## config.mk

```make
export PLATFORM = sky130hd
export DESIGN_NAME = instr_ctrl
export DESIGN_NICKNAME = d
export VERILOG_FILES = /design/src/rtl/instr_ctrl_pkg.sv /design/src/rtl/instr_alu.sv /design/src/rtl/instr_ctrl.sv
export SDC_FILE = /design/constraint.sdc
export NUM_CORES = 1
export LEC_CHECK = 0
export CAP_MARGIN = 25
export CORE_MARGIN = 4
export CORE_UTILIZATION = 35
export CTS_CLUSTER_SIZE = 16
export DETAILED_ROUTE_END_ITERATION = 6
export PLACE_DENSITY = 0.66
export SYNTH_ARGS = -nofsm -noshare
export SYNTH_HDL_FRONTEND = slang
export SYNTH_SLANG_ARGS = --single-unit
```

## constraint.sdc

```tcl
create_clock -name clk -period 5.3 [get_ports clk]
set_clock_uncertainty 0.15 [all_clocks]
set_input_delay 0.795 -clock clk [delete_from_list [all_inputs] [get_ports clk]]
set_output_delay 0.795 -clock clk [all_outputs]
set_load 0.01 [all_outputs]
```

## src/rtl/instr_ctrl_pkg.sv

```systemverilog
// Shared opcode and micro-phase definitions for the instruction controller.
// Every instruction occupies one full upc cycle: fetch, operand, store, PC update.
package instr_ctrl_pkg;

   typedef enum logic [2:0] {
      OP_HLT = 3'b000,
      OP_SKZ = 3'b001,
      OP_ADD = 3'b010,
      OP_AND = 3'b011,
      OP_XOR = 3'b100,
      OP_LDA = 3'b101,
      OP_STO = 3'b110,
      OP_JMP = 3'b111
   } opcode_t;

   localparam logic [1:0] PH_FETCH = 2'h0;
   localparam logic [1:0] PH_OPND  = 2'h1;
   localparam logic [1:0] PH_STORE = 2'h2;
   localparam logic [1:0] PH_PCUPD = 2'h3;

   // Opcodes that need the operand from memory during the operand phase.
   function automatic logic reads_operand(input opcode_t op);
      logic r;
      case (op)
         OP_ADD, OP_AND, OP_XOR, OP_LDA: r = 1'b1;
         default:                        r = 1'b0;
      endcase
      return r;
   endfunction

endpackage

```

## src/rtl/instr_alu.sv

```systemverilog
// Next-accumulator datapath: combines acc with memory data according to opcode.
// Purely combinational; opcodes that do not touch acc pass it through unchanged.
module instr_alu
   import instr_ctrl_pkg::*;
(
   input  logic [7:0] acc,
   input  logic [7:0] data,
   input  logic [2:0] opcode,
   output logic [7:0] result
);

   always_comb begin
      result = acc;
      case (opcode_t'(opcode))
         OP_ADD:  result = acc + data;
         OP_AND:  result = acc & data;
         OP_XOR:  result = acc ^ data;
         OP_LDA:  result = data;
         default: result = acc;
      endcase
   end

endmodule

```

## src/rtl/instr_ctrl.sv

```systemverilog
// Fetch/decode/execute controller driven by the program counter's pc and upc phase.
// Holds ir, acc and a sticky halt flag; address mux and strobes are combinational on upc.
module instr_ctrl
   import instr_ctrl_pkg::*;
#(
   parameter logic [2:0] PAGE = 3'b000
)
(
   input  logic       clk,
   input  logic       rst,
   input  logic [7:0] pc,
   input  logic [1:0] upc,
   input  logic [7:0] mem_rdata,
   output logic [7:0] mem_addr,
   output logic       mem_rd,
   output logic       mem_wr,
   output logic [7:0] mem_wdata,
   output logic       pc_load,
   output logic [7:0] pc_addr,
   output logic [7:0] ir,
   output logic [7:0] acc,
   output logic       zero,
   output logic       halted
);

   opcode_t    op;
   logic [7:0] opa;
   logic [7:0] alu_result;

   assign op        = opcode_t'(ir[7:5]);
   assign opa       = {PAGE, ir[4:0]};
   assign zero      = (acc == 8'h00);
   assign mem_wdata = acc;

   instr_alu u_alu (
      .acc    (acc),
      .data   (mem_rdata),
      .opcode (ir[7:5]),
      .result (alu_result)
   );

   // Once halted nothing but reset may change architectural state.
   always_ff @(posedge clk or posedge rst) begin
      if (rst) begin
         ir     <= 8'h00;
         acc    <= 8'h00;
         halted <= 1'b0;
      end else if (!halted) begin
         if (upc == PH_FETCH)
            ir <= mem_rdata;
         if (upc == PH_OPND) begin
            acc <= alu_result;
            if (op == OP_HLT)
               halted <= 1'b1;
         end
      end
   end

   always_comb begin
      mem_addr = pc;
      mem_rd   = 1'b0;
      mem_wr   = 1'b0;
      pc_load  = 1'b0;
      pc_addr  = pc;
      case (upc)
         PH_FETCH: begin
            mem_rd = !halted;
         end
         PH_OPND: begin
            mem_addr = opa;
            mem_rd   = !halted && reads_operand(op);
         end
         PH_STORE: begin
            if (op == OP_STO) begin
               mem_addr = opa;
               mem_wr   = !halted;
            end
         end
         PH_PCUPD: begin
            // Reloading pc with itself is how a halt freezes the upstream counter.
            if (halted || op == OP_HLT) begin
               pc_load = 1'b1;
            end else if (op == OP_JMP) begin
               pc_load = 1'b1;
               pc_addr = opa;
            end else if (op == OP_SKZ && zero) begin
               pc_load = 1'b1;
               pc_addr = pc + 8'd2;
            end
         end
         default: ;
      endcase
   end

endmodule

```

==> results_dict.tcl <==
set metrics [dict create \
    synth_edf_count 0 \
    hold_viol_final 0 \
    antenna_found_initial 0 \
    grt_max_degree 22 \
    clock_latency_ns 0.26 \
    ctsResizeCount 0 \
    track_usage 0.167 \
    slew-limit-headroom 0.387 \
    p_per_area_nw_per_um2 485 \
    drv_cap 0 \
    num_io_pins 65 \
    die_h_microns 78.2 \
    grt_pass1_wl_mm 8.29 \
    synthArstFlopShare 1.00 \
    required_ns 4.36 \
    synth_seq_cells 17 \
    post_cts_buffers 0 \
    wire_per_inst_microns 15.2 \
    yosysTopAreaCellShare 0.246 \
    cp-end-kind "output port" \
    dp_cells 320 \
    die_x_microns 78.2 \
    cts-root-buf "clkbuf_8" \
    yosysWarnings 0 \
    path_class "in -> out" \
    io_buffers 64 \
    grt_pass1_vias 1757 \
    pre_cts_slack_ns 1.22 \
    dp_hpwl_mm 3.80 \
    dr.pass1.iters 4 \
    tns_ns 0 \
    fin_crit_sh 0.767 \
    synth_common_cells "nand2_1, dfrtp_1, nor2_1, o21ai_0, ha_1" \
    cts.path.max_buffers 2 \
    tightest_slew_ns 0.913 \
    clkTransAtPathRegs_ns 0.07 \
    peakVddDrop_v 0.000207 \
    totalWireLength_mm 4.91 \
    drc 0 \
    ys_seq_area_frac 0.246 \
    cp.arrival_ns 3.12 \
    max_clock_freq_mhz 246 \
    start_util 0.363 \
    vias 1724 \
    status "completed" \
    drt_iter0_markers 90 \
    synthTopCellsByArea "dfrtp_1, ha_1, mux2_2, o21ai_0, nand2_1" \
    period_needed_ns 4.06 \
    finalInstanceArea_sq_um 2390 \
    yosysTopAreaCell "dfrtp_1" \
    die_area_sq_um 6120 \
    clock-sinks 17 \
    cts_inserted_buffers 3 \
    rsz0062_at_grt "no" \
    finalMaxSlewViolations 0 \
    start_kind "input port" \
    holdBufCountCts 0 \
    syn2layout_area_growth_pct 38.3 \
    core_sq_um 4750 \
    ant_nets 0 \
    total_power_uw 1160 \
    cts_max_level 1 \
    cp_max_fo 4 \
    row_count 25 \
    hold_class "reg -> reg" \
    grt_overflow_total 0 \
    synth.net_count 237 \
    fin_nets 292 \
    leakage_uw 0.000950 \
    worst_slack_ns 1.24 \
    syn_area_sq_um 1730 \
    synthDistinctLibCells 51 \
    placed_cell_area_sq_um 2340 \
    synth_flop_cell "dfrtp_1" \
    synth_area_per_cell_sq_um 8.51 \
    cts_tree "yes" \
    diodes 0 \
    syn_inst 203 \
    yosysMostFrequentCell "nand2_1" \
    fin_cells 324 \
    setup_violations 0 \
    drive_gt1_frac 0.0895 \
    viasPerCell 5.32 \
    place_congestion 0.852 \
]
power by group:
group          internal (uW)  leakage [uW]  total (uW)  switching, uW
Clock                   53.5     0.0000228         101           47.6
Sequential               192      0.000203         310            117
Combinational            400      0.000724         747            347
routing by layer:
layer  vias to the layer above  track usage  part of all wire
met5                         -            0                 0
met1                       801        0.217              0.47
met3                         5       0.0344             0.071
met4                         0       0.0490             0.012
met2                        64        0.279              0.44
li1                        854            -                 -
worst max-delay path, stage by stage:
cell and delay (ns):
clkdlybuf4s50_1 0.52, ha_1 0.18, or2b_2 0.33, nor3_1 0.33, nand4_1 0.17, xor2_1 0.17
nor2_1 0.09, clkdlybuf4s50_1 0.54
metrics by stage:
step            util  hold slack [ns]
5_1_grt        0.502            0.443
4_1_cts        0.502            0.420
6_report       0.502            0.416
3_5_place_dp   0.493            0.405
2_1_floorplan      -            0.424
3_3_place_gp   0.493            0.392
state kept, by name (all words and copies together) (netlist names):
name	cells
acc	8
halted	1
ir	8
kinds of logic after synthesis:
kind of cell / after synthesis / share of synthesized area
compound gates: 67 / 0.267
simple gates: 67 / 0.211
buf+inv: 24 / 0.0862
flops: 17 / 0.246
fa+ha+maj: 14 / 0.106
mux: 9 / 0.0587
xor+xnor: 5 / 0.0254
layout by cell type, fill, tap and decap left out, types with 2 or more instances in the layout:
master and instances:
a21boi_0 2, ha_1 13, a2bb2oi_1 2, a22o_1 8, nand3_1 3, nor3_1 2, o211ai_1 2, a31oi_1 2
xor2_1 4, a21oi_1 9, or4_4 2, nand2_1 19, mux2_2 9, nand2b_1 4, nor2b_1 6, a22oi_1 3
clkdlybuf4s50_1 64, inv_1 9, and2_1 6, o22ai_1 6, clkbuf_8 3, or2_2 2, nor2_1 15, o221ai_1 2
a21o_1 3, dfrtp_1 17, nand4_1 2, o21a_1 2, o21ai_0 15
final timing paths:
path,from,end,slack (ns),cells after the start
worst max-delay path,upc[1],pc_addr[7],1.24,8
worst min-delay path,ir[3]$_DFFE_PP0P_,ir[3]$_DFFE_PP0P_,0.42,1
worst max register to register,ir[7]$_DFFE_PP0P_,acc[6]$_DFFE_PP0P_,2.61,5
worst min register to register,ir[3]$_DFFE_PP0P_,ir[3]$_DFFE_PP0P_,0.42,1
max in group asynchronous,rst,acc[4]$_DFFE_PP0P_,3.75,2
min in group asynchronous,rst,ir[7]$_DFFE_PP0P_,0.80,2
area by class of cell:
cell class / count / area (sq um)
Clock buffer: 4 / 45.0
Sequential cell: 17 / 425
Multi-Input combinational cell: 162 / 1150
Fill cell: 485 / 2370
Tap cell: 67 / 83.8
Timing Repair Buffer: 65 / 648
Inverter: 9 / 33.8
No activity file was read; power rests on OpenSTA's default activity.
